## src/rtl/vars_state_array_if.sv

```systemverilog
// Bus between the SAT bank controller and the per-variable assignment store.
// The master side issues loads, decisions, implications and backtracks; the
// slave side (the store) returns the packed assignment state and status pulses.
interface vars_state_array_if #(
  parameter int NUM_VARS  = 8,
  parameter int WIDTH_LVL = 16
);

  // Bulk load
  logic                           load_en;
  logic [NUM_VARS*3-1:0]          load_value_i;
  logic [NUM_VARS*WIDTH_LVL-1:0]  load_lvl_i;

  // Decision from the decision block (one-hot index)
  logic                           decision_done_i;
  logic [NUM_VARS-1:0]            index_decided_i;
  logic [WIDTH_LVL-1:0]           cur_lvl_i;

  // Implication from BCP (one-hot index)
  logic                           imply_valid_i;
  logic [NUM_VARS-1:0]            imply_index_i;
  logic                           imply_value_i;

  // Backtrack request
  logic                           apply_bkt_i;
  logic [WIDTH_LVL-1:0]           local_bkt_lvl_i;

  // Assignment state and status
  logic [NUM_VARS*3-1:0]          vars_value_o;
  logic [NUM_VARS*WIDTH_LVL-1:0]  vars_lvl_o;
  logic                           assign_done_o;
  logic                           conflict_o;
  logic                           bkt_done_o;
  logic                           busy_o;
  logic                           all_assigned_o;

  modport master (
    output load_en, load_value_i, load_lvl_i,
    output decision_done_i, index_decided_i, cur_lvl_i,
    output imply_valid_i, imply_index_i, imply_value_i,
    output apply_bkt_i, local_bkt_lvl_i,
    input  vars_value_o, vars_lvl_o,
    input  assign_done_o, conflict_o, bkt_done_o, busy_o, all_assigned_o
  );

  modport slave (
    input  load_en, load_value_i, load_lvl_i,
    input  decision_done_i, index_decided_i, cur_lvl_i,
    input  imply_valid_i, imply_index_i, imply_value_i,
    input  apply_bkt_i, local_bkt_lvl_i,
    output vars_value_o, vars_lvl_o,
    output assign_done_o, conflict_o, bkt_done_o, busy_o, all_assigned_o
  );

endinterface

```

## src/rtl/vars_state_array.sv

```systemverilog
// Per-variable assignment store for one SAT engine bank.
// Holds a 3-bit value ({polarity[1:0], implied}) and a signed decision level
// per variable, applies decisions/implications, and clears every assignment
// above a target level through a short IDLE -> CLR -> DONE backtrack sequence.
// The array lives in flops rather than RAM: every entry is read and cleared
// in parallel during backtrack and is exported as a packed bus.
module vars_state_array #(
  parameter int NUM_VARS  = 8,
  parameter int WIDTH_LVL = 16
) (
  input  logic              clk,
  input  logic              rst,
  vars_state_array_if.slave bus
);

  localparam logic [1:0]                   POL_FREE  = 2'b00;
  localparam logic signed [WIDTH_LVL-1:0]  LVL_TOP   = '1;

  typedef enum logic [1:0] {
    IDLE = 2'd0,
    CLR  = 2'd1,
    DONE = 2'd2
  } state_t;

  state_t state_reg, state_next;

  logic [2:0]                  value_reg [NUM_VARS];
  logic [2:0]                  value_next[NUM_VARS];
  logic signed [WIDTH_LVL-1:0] lvl_reg   [NUM_VARS];
  logic signed [WIDTH_LVL-1:0] lvl_next  [NUM_VARS];
  logic signed [WIDTH_LVL-1:0] bkt_lvl_reg, bkt_lvl_next;

  logic assign_done_reg, conflict_reg, bkt_done_reg, busy_reg, all_assigned_reg;

  logic do_load, do_assign, do_clear, bkt_done_next;
  logic assign_any, conflict_any, all_assigned_next;

  logic [NUM_VARS*3-1:0]         value_pack;
  logic [NUM_VARS*WIDTH_LVL-1:0] lvl_pack;

  // Backtrack FSM: load aborts from any state; strobes only act in IDLE.
  always_comb begin
    state_next    = state_reg;
    bkt_lvl_next  = bkt_lvl_reg;
    do_load       = 1'b0;
    do_assign     = 1'b0;
    do_clear      = 1'b0;
    bkt_done_next = 1'b0;
    if (bus.load_en) begin
      do_load    = 1'b1;
      state_next = IDLE;
    end else begin
      case (state_reg)
        IDLE: begin
          if (bus.apply_bkt_i) begin
            state_next   = CLR;
            bkt_lvl_next = bus.local_bkt_lvl_i;
          end else begin
            do_assign = 1'b1;
          end
        end
        CLR: begin
          do_clear   = 1'b1;
          state_next = DONE;
        end
        DONE: begin
          bkt_done_next = 1'b1;
          state_next    = IDLE;
        end
        default: state_next = IDLE;
      endcase
    end
  end

  // Per-variable next state: load, backtrack clear, or decision/implication.
  always_comb begin
    assign_any        = 1'b0;
    conflict_any      = 1'b0;
    all_assigned_next = 1'b1;
    for (int k = 0; k < NUM_VARS; k++) begin
      value_next[k] = value_reg[k];
      lvl_next[k]   = lvl_reg[k];
      if (do_load) begin
        value_next[k] = bus.load_value_i[3*k +: 3];
        lvl_next[k]   = bus.load_lvl_i[WIDTH_LVL*k +: WIDTH_LVL];
      end else if (do_clear) begin
        // Signed compare: the top level (-1) is never above any target.
        if (value_reg[k][2:1] != POL_FREE && lvl_reg[k] > bkt_lvl_reg) begin
          value_next[k] = 3'b000;
          lvl_next[k]   = LVL_TOP;
        end
      end else if (do_assign) begin
        if (bus.decision_done_i && bus.index_decided_i[k]) begin
          // A decision on this variable shadows any implication on it.
          if (value_reg[k][2:1] == POL_FREE) begin
            value_next[k] = 3'b010;
            lvl_next[k]   = bus.cur_lvl_i;
            assign_any    = 1'b1;
          end
        end else if (bus.imply_valid_i && bus.imply_index_i[k]) begin
          if (value_reg[k][2:1] == POL_FREE) begin
            value_next[k] = {bus.imply_value_i, ~bus.imply_value_i, 1'b1};
            lvl_next[k]   = bus.cur_lvl_i;
            assign_any    = 1'b1;
          end else if (value_reg[k][2:1] != {bus.imply_value_i, ~bus.imply_value_i}) begin
            conflict_any = 1'b1;
          end
        end
      end
      if (value_next[k][2:1] == POL_FREE) begin
        all_assigned_next = 1'b0;
      end
    end
  end

  // Control state and registered status outputs.
  always_ff @(posedge clk or posedge rst) begin
    if (rst) begin
      state_reg        <= IDLE;
      bkt_lvl_reg      <= LVL_TOP;
      assign_done_reg  <= 1'b0;
      conflict_reg     <= 1'b0;
      bkt_done_reg     <= 1'b0;
      busy_reg         <= 1'b0;
      all_assigned_reg <= 1'b0;
    end else begin
      state_reg        <= state_next;
      bkt_lvl_reg      <= bkt_lvl_next;
      assign_done_reg  <= assign_any;
      conflict_reg     <= conflict_any;
      bkt_done_reg     <= bkt_done_next;
      busy_reg         <= (state_next != IDLE);
      all_assigned_reg <= all_assigned_next;
    end
  end

  // Value and level array; every variable starts free at the top level.
  always_ff @(posedge clk or posedge rst) begin
    if (rst) begin
      for (int k = 0; k < NUM_VARS; k++) begin
        value_reg[k] <= 3'b000;
        lvl_reg[k]   <= LVL_TOP;
      end
    end else begin
      for (int k = 0; k < NUM_VARS; k++) begin
        value_reg[k] <= value_next[k];
        lvl_reg[k]   <= lvl_next[k];
      end
    end
  end

  // Flatten the array onto the packed output buses (var k at slot k).
  always_comb begin
    value_pack = '0;
    lvl_pack   = '0;
    for (int k = 0; k < NUM_VARS; k++) begin
      value_pack[3*k +: 3]                 = value_reg[k];
      lvl_pack[WIDTH_LVL*k +: WIDTH_LVL]   = lvl_reg[k];
    end
  end

  assign bus.vars_value_o   = value_pack;
  assign bus.vars_lvl_o     = lvl_pack;
  assign bus.assign_done_o  = assign_done_reg;
  assign bus.conflict_o     = conflict_reg;
  assign bus.bkt_done_o     = bkt_done_reg;
  assign bus.busy_o         = busy_reg;
  assign bus.all_assigned_o = all_assigned_reg;

endmodule
```

## src/flat_wrapper.sv

```systemverilog
// flat-port wrapper written by rule: the top's interface ports become plain ports
module vars_state_array_flat 
#(
  parameter int NUM_VARS  = 8,
  parameter int WIDTH_LVL = 16
)
  (clk, rst, bus_load_en, bus_load_value_i, bus_load_lvl_i, bus_decision_done_i, bus_index_decided_i, bus_cur_lvl_i, bus_imply_valid_i, bus_imply_index_i, bus_imply_value_i, bus_apply_bkt_i, bus_local_bkt_lvl_i, bus_vars_value_o, bus_vars_lvl_o, bus_assign_done_o, bus_conflict_o, bus_bkt_done_o, bus_busy_o, bus_all_assigned_o);
  vars_state_array_if #(.NUM_VARS(NUM_VARS), .WIDTH_LVL(WIDTH_LVL)) bus_i ();
  input  logic clk;
  input  logic rst;
  input wire logic [$bits(bus_i.load_en)-1:0] bus_load_en;
  input wire logic [$bits(bus_i.load_value_i)-1:0] bus_load_value_i;
  input wire logic [$bits(bus_i.load_lvl_i)-1:0] bus_load_lvl_i;
  input wire logic [$bits(bus_i.decision_done_i)-1:0] bus_decision_done_i;
  input wire logic [$bits(bus_i.index_decided_i)-1:0] bus_index_decided_i;
  input wire logic [$bits(bus_i.cur_lvl_i)-1:0] bus_cur_lvl_i;
  input wire logic [$bits(bus_i.imply_valid_i)-1:0] bus_imply_valid_i;
  input wire logic [$bits(bus_i.imply_index_i)-1:0] bus_imply_index_i;
  input wire logic [$bits(bus_i.imply_value_i)-1:0] bus_imply_value_i;
  input wire logic [$bits(bus_i.apply_bkt_i)-1:0] bus_apply_bkt_i;
  input wire logic [$bits(bus_i.local_bkt_lvl_i)-1:0] bus_local_bkt_lvl_i;
  output wire logic [$bits(bus_i.vars_value_o)-1:0] bus_vars_value_o;
  output wire logic [$bits(bus_i.vars_lvl_o)-1:0] bus_vars_lvl_o;
  output wire logic [$bits(bus_i.assign_done_o)-1:0] bus_assign_done_o;
  output wire logic [$bits(bus_i.conflict_o)-1:0] bus_conflict_o;
  output wire logic [$bits(bus_i.bkt_done_o)-1:0] bus_bkt_done_o;
  output wire logic [$bits(bus_i.busy_o)-1:0] bus_busy_o;
  output wire logic [$bits(bus_i.all_assigned_o)-1:0] bus_all_assigned_o;
  assign bus_i.load_en = bus_load_en;
  assign bus_i.load_value_i = bus_load_value_i;
  assign bus_i.load_lvl_i = bus_load_lvl_i;
  assign bus_i.decision_done_i = bus_decision_done_i;
  assign bus_i.index_decided_i = bus_index_decided_i;
  assign bus_i.cur_lvl_i = bus_cur_lvl_i;
  assign bus_i.imply_valid_i = bus_imply_valid_i;
  assign bus_i.imply_index_i = bus_imply_index_i;
  assign bus_i.imply_value_i = bus_imply_value_i;
  assign bus_i.apply_bkt_i = bus_apply_bkt_i;
  assign bus_i.local_bkt_lvl_i = bus_local_bkt_lvl_i;
  assign bus_vars_value_o = bus_i.vars_value_o;
  assign bus_vars_lvl_o = bus_i.vars_lvl_o;
  assign bus_assign_done_o = bus_i.assign_done_o;
  assign bus_conflict_o = bus_i.conflict_o;
  assign bus_bkt_done_o = bus_i.bkt_done_o;
  assign bus_busy_o = bus_i.busy_o;
  assign bus_all_assigned_o = bus_i.all_assigned_o;
  vars_state_array #(.NUM_VARS(NUM_VARS), .WIDTH_LVL(WIDTH_LVL)) u_core (.clk(clk), .rst(rst), .bus(bus_i));
endmodule
```

## config.mk

```make
export PLATFORM = sky130hd
export DESIGN_NAME = vars_state_array_flat
export DESIGN_NICKNAME = d
export VERILOG_FILES = /design/src/rtl/vars_state_array_if.sv /design/src/rtl/vars_state_array.sv /design/src/flat_wrapper.sv
export SDC_FILE = /design/constraint.sdc
export NUM_CORES = 1
export LEC_CHECK = 0
export BUFFER_PORTS_ARGS = -buffer_cell sky130_fd_sc_hd__buf_2
export CORE_UTILIZATION = 35
export CTS_CLUSTER_SIZE = 16
export DETAILED_ROUTE_END_ITERATION = 16
export SKIP_LAST_GASP = 1
export SLEW_MARGIN = 20
export SYNTH_ARGS = -nofsm -noshare
export SYNTH_HDL_FRONTEND = slang
export SYNTH_SLANG_ARGS = --single-unit
```

## constraint.sdc

```tcl
create_clock -name clk -period 6.4 [get_ports clk]
set_input_delay 1.28 -clock clk [delete_from_list [all_inputs] [get_ports clk]]
set_output_delay 1.28 -clock clk [all_outputs]
set_load 0.005 [all_outputs]
```

# --- Yosys cells after proc, flatten, opt, wreduce, memory -nomap -nowiden ---
# Cells that the tools add are included.
# W data, S select, Z words.
classes:
  n_eq_ne: 18
  n_mux: 243
  bitwise: 2
  magnitude_cmp: 8
  reduce_logical: 84
ops:
  columns: ["cell", "count"]
  rows:
  - ["$mux W16", 56]
  - ["$mux W3", 64]
  - ["$gt A16 B16 Y1", 8]
  - ["$mux W1", 120]
  - ["$logic_not A2 Y1", 17]
  - ["$reduce_and A4 Y1", 8]
  - ["$reduce_bool A4 Y1", 8]
  - ["$reduce_and A3 Y1", 9]
  - ["$reduce_bool A3 Y1", 9]
  - ["$logic_and A1 B1 Y1", 24]
  - ["$ne A3 B2 Y1 const B", 8]
  - ["$reduce_bool A2 Y1", 9]
  - ["$ne A2 B2 Y1", 8]
  - ["$mux W2", 2]
  - ["$pmux W2 S2", 1]
  - ["$eq A2 B1 Y1 const B", 1]
  - ["$eq A2 B2 Y1 const B", 1]
  - ["$not A1 Y1", 2]
totals:
  inputBits: 207
  regBits: 175
  wordCells: 386

# --- Depth between registers and ports, before layout ---
depth:
  word_depth: 58
  ltp_mapped: 12

# --- Worst setup path after synthesis ---
# No wires, ideal clock.
synth_timing:
  kind: "input-to-reg"
  start: "in bus_load_en"
  end: "reg u_core.all_assigned_reg (netlist: u_core.bus.all_assigned_o)"
  n_path_buf: 2
  t_required_ns: 6.333
  arrival_time_ns: 3.084
  setup_slack_ns: 3.249
  stages: 10
  path_cell_list: "buf_6 -> or4_4 -> buf_6 -> nor2_8 -> nand2_2 -> nor2_1 -> nor2_1 -> a2111o_1 -> nor4_2 -> o2111a_1"
synth_via:
  elab_chain_len: 13
  word_cells_on_any_way: 43
  classes_between: "35 x mux; 8 x reduce/logical"
synth_lines:
  columns: ["item", "line", "source"]
  rows:
  - ["start, declared", "flat_wrapper.sv:11", "input wire logic [$bits(bus_i.load_en)-1:0] bus_load_en;"]
  - ["$mux W1", "vars_state_array.sv:49", "if (bus.load_en) begin"]
  - ["$mux W3", "vars_state_array.sv:92", "end else if (do_assign) begin"]
  - ["$mux W3", "vars_state_array.sv:86", "end else if (do_clear) begin"]
  - ["$mux W3", "vars_state_array.sv:83", "if (do_load) begin"]
  - ["$logic_not A2 Y1", "vars_state_array.sv:110", "if (value_next[k][2:1] == POL_FREE) begin"]
  - ["$mux W1 (7 in series)", "vars_state_array.sv:110", null]
  - ["$mux W1 (*)", "vars_state_array.sv:110", null]
  - ["named net u_core.all_assigned_next", "vars_state_array.sv:36", "logic assign_any, conflict_any, all_assigned_next;"]
  - ["end signal, assigned", "vars_state_array.sv:133", "all_assigned_reg <= all_assigned_next;"]
  - ["end, declared", "vars_state_array.sv:33", "logic assign_done_reg, conflict_reg, bkt_done_reg, busy_reg, all_assigned_reg;"]
# The timed path passes the listed nets; every way through them passes the cells marked *. The select of a mux whose other input is x is not followed.
# A chain may end at the register's enable or synchronous reset.

# --- Final worst setup path ---
layout_timing:
  start: "reg u_core.bkt_lvl_reg[9]"
  end: "reg u_core.lvl_reg (netlist bit u_core.bus.vars_lvl_o[105])"
layout_via:
  elab_chain_len: 4
layout_lines:
  columns: ["item", "line", "source"]
  rows:
  - ["start, declared", "vars_state_array.sv:31", "logic signed [WIDTH_LVL-1:0] bkt_lvl_reg, bkt_lvl_next;"]
  - ["start signal, assigned", "vars_state_array.sv:128", "bkt_lvl_reg <= bkt_lvl_next;"]
  - ["$gt A16 B16 Y1", "vars_state_array.sv:88", "if (value_reg[k][2:1] != POL_FREE && lvl_reg[k] > bkt_lvl_reg) begin"]
  - ["$logic_and A1 B1 Y1", "vars_state_array.sv:88", null]
  - ["$ne A3 B2 Y1 (no line)", null, null]
  - ["$reduce_and A3 Y1 (no line)", null, null]
  - ["end signal, assigned by index", "vars_state_array.sv:147", "lvl_reg[k] <= lvl_next[k];"]
  - ["end, declared", "vars_state_array.sv:29", "logic signed [WIDTH_LVL-1:0] lvl_reg [NUM_VARS];"]
# Every way passes these cells.

==> metrics.yaml <==
holdCritPathClass: "register to register"
ios: 364
postSynth.asyncResetShare_pct: 100
pwr-share-clk_pct: 27.2
min_period_ps: 4020
cts.clk_slew.worst_paths_ps: 80
cp.depth: 10
design.die.area_sq_mm: 0.0333
avgViaCountPerCell: 5.48
fillers: 3128
synth-seq-cells: 175
p_sw_mw: 1.54
die_w_microns: 183
grt_max_degree: 146
yosys.area.top_type: "dfstp_2"
clockBufferDepth: 2
vias: 11200
use_met2_pct: 44.7
cts_sinks: 175
grt_overflow: 0
drtAntennaViolNets: 0
syn_avg_cell_area_sq_um: 9.27
ys_seq_area_share_pct: 40.0
arrival_ps: 4370
clk_latency_ps: 430
ys_warn_count: 0
worst-path-buf-inv: 1
synthesis.nets: 1566
crit_chain: "inv_1 > ha_1 > a21o_1 > a21o_1 > a21oi_1 > nor2_1 > or4_1 > a21oi_2 > a211o_1 > mux2i_1"
worst_pin_slew_ps: 1050
ir_drop_uv: 171
gr-usage-met3_pct: 6.15
final_cell_count_no_fill: 2037
yosys-top-cells-area: "dfstp_2, ha_1, a21oi_1"
synth-edff-count: 0
wl_per_cell_microns: 23.1
rows: 65
final_max_slew_viol_count: 0
comb_power_share_pct: 34.4
cts_tree: "yes"
cts_inserted_buffers: 17
cts_hold_buf: 0
place_inst: 2003
crit_fanout: 17
critPathMostFrequentCell: "a21o_1"
crit_required_ps: 6760
syn2layout_area_growth_pct: 26.2
drc: 0
met1_usage_pct: 37.9
r2r_cells: 10
postCtsResizedCells: 0
start_kind: "register"
cap_viol_max_count: 0
num-nets-final: 1922
ys.flop_type: "dfstp_2"
core_area_sq_mm: 0.0318
finalClockSkew_ps: 15.3
swShare_pct: 36.7
finalCritPeriodShare_pct: 62.8
seqPwrFrac_pct: 38.4
grt.total_usage_pct: 28.1
synth_cell_types: 69
critical_path_class: "register to register"
gp_congestion: 0.912
synth_top_area_share_pct: 33.2
synthCells: 1231
tns_ps: 0
grt_pass1_vias: 10800
finalHoldViolations: 0
busiest_layer: "met2"
power_density_mw_per_mm2: 291
grt_pass1_wl_microns: 68500
clock.fmax_mhz: 249
relSlewSlack_pct: 29.8
endpoint_kind: "register"
syn_area_sq_mm: 0.0114
portBuffers: 363
routed_wl_microns: 47100
p_int_mw: 2.66
start_util_pct: 35.9
status: "complete, no violations"
rsz0062_at_grt: "false"
yosys.cell_count.top_type: "a21oi_1"
antenna_found_initial: 1
drive_above_1_share_pct: 36.9
cellLeakagePower_nw: 7.00
ys_top_cells_by_count: "a21oi_1, dfstp_2, ha_1"
drtPass1Iterations: 5
cts-root-buf: "clkbuf_16"
drt-initial-drc-count: 960
die_y_microns: 183
h-tree-depth: 4
hold_depth: 2
cp_slowest_stage_delay_ps: 860
setup_viol: 0
largest_register_ffs: 128
postCtsSetupRepairBufs: 0
place_hpwl_microns: 34900
crit_slowest_cell: "a211o_1"
crit_family: "compound AO/OA/AOI/OAI gates"
[layout make-up]
cell class | instances | area, sq um | area share, %
diodes | 2 | 5.00 | 0.0347
clock buffers | 19 | 443 | 3.08
clock inverters | 13 | 175 | 1.22
inverters | 97 | 369 | 2.56
multi-input cells | 907 | 6270 | 43.5
flip-flops and latches | 175 | 4560 | 31.7
well taps | 435 | 544 | 3.78
repair buffers | 389 | 2030 | 14.1
[cells in the final DEF (no fill, tap or decap), types with 4 or more instances in the layout]
master,synthesis,routed
a221o_1,4,4
clkbuf_16,0,17
nor2_1,84,81
a21o_1,26,26
a211oi_4,2,4
dfstp_2,144,144
o31ai_1,17,17
inv_1,97,96
a2111oi_0,4,4
o211ai_1,6,6
nand2_1,116,116
a31oi_1,4,4
o21ai_0,42,41
a221oi_1,7,7
ha_1,128,128
nor4_1,7,7
or2_2,4,4
a21oi_1,196,196
o21ai_1,21,21
nand3_1,17,17
nor2b_1,12,11
o21a_1,23,23
nand4_1,28,28
nor3_1,9,9
a22oi_1,4,4
buf_4,1,24
and4_1,4,4
buf_2,9,362
inv_6,0,6
mux2i_1,70,70
a211oi_1,12,12
dfrtp_1,31,31
[cells by family after synthesis]
logic type	count (synthesis)	share of synthesized area [%]
buffers and inverters	149	5.39
AO/OA/AOI/OAI	400	21.4
multiplexers	72	6.34
AND/OR/NAND/NOR	307	12.8
adder cells (fa/ha/maj)	128	14.0
flip-flops	175	40.0
[power groups by stage]
stage / clock network (mW) / registers (mW) / logic, mW
final: 1.14 / 1.61 / 1.44
after global routing: 1.20 / 1.63 / 1.61
after CTS: 1.16 / 1.61 / 1.43
after detailed placement: 0 / 1.63 / 1.42
after global placement: 0 / 1.63 / 1.37
after floorplan: 0 / 1.56 / 0.851
[through the flow]
step | power, mW | setup slack [ps] | cell area, sq um | hold WS (ps) | util, %
after floorplan | 2.41 | 613 | 11400 | 462 | -
after detailed placement | 3.05 | 2520 | 13800 | 471 | 43.3
after global placement | 3.00 | 2500 | 13800 | 468 | 43.3
after global routing | 4.44 | 2290 | 14400 | 491 | 45.3
after CTS | 4.20 | 2520 | 14400 | 480 | 45.3
final | 4.20 | 2380 | 14400 | 482 | 45.3
[worst reg2reg max path: stages (launching register included)]
cell and delay (ps):
dfstp_2 520, inv_1 250, ha_1 420, a21o_1 200, a21o_1 190, a21oi_1 160, nor2_1 80, or4_1 530
a21oi_2 430, a211o_1 860, mux2i_1 310
[layer usage]
layer / vias up / part of all wire [%]
met5: - / 0
met4: 0 / 2.7
li1: 5179 / -
met2: 560 / 46
met3: 64 / 8.2
met1: 5363 / 43
[path summary, 6_finish.rpt]
path                                                     to  slack [ps]                        from
min in group asynchronous       u_core.bus.vars_value_o[12]        1030                         rst
worst min register to register   u_core.bus.vars_lvl_o[111]         480  u_core.bus.vars_lvl_o[111]
worst max-delay path             u_core.bus.vars_lvl_o[105]        2380       u_core.bkt_lvl_reg[9]
worst min-delay path             u_core.bus.vars_lvl_o[111]         480  u_core.bus.vars_lvl_o[111]
max in group asynchronous       u_core.bus.vars_value_o[10]        4130                         rst
worst max register to register   u_core.bus.vars_lvl_o[105]        2380       u_core.bkt_lvl_reg[9]
No activity file was read; power rests on OpenSTA's default activity.
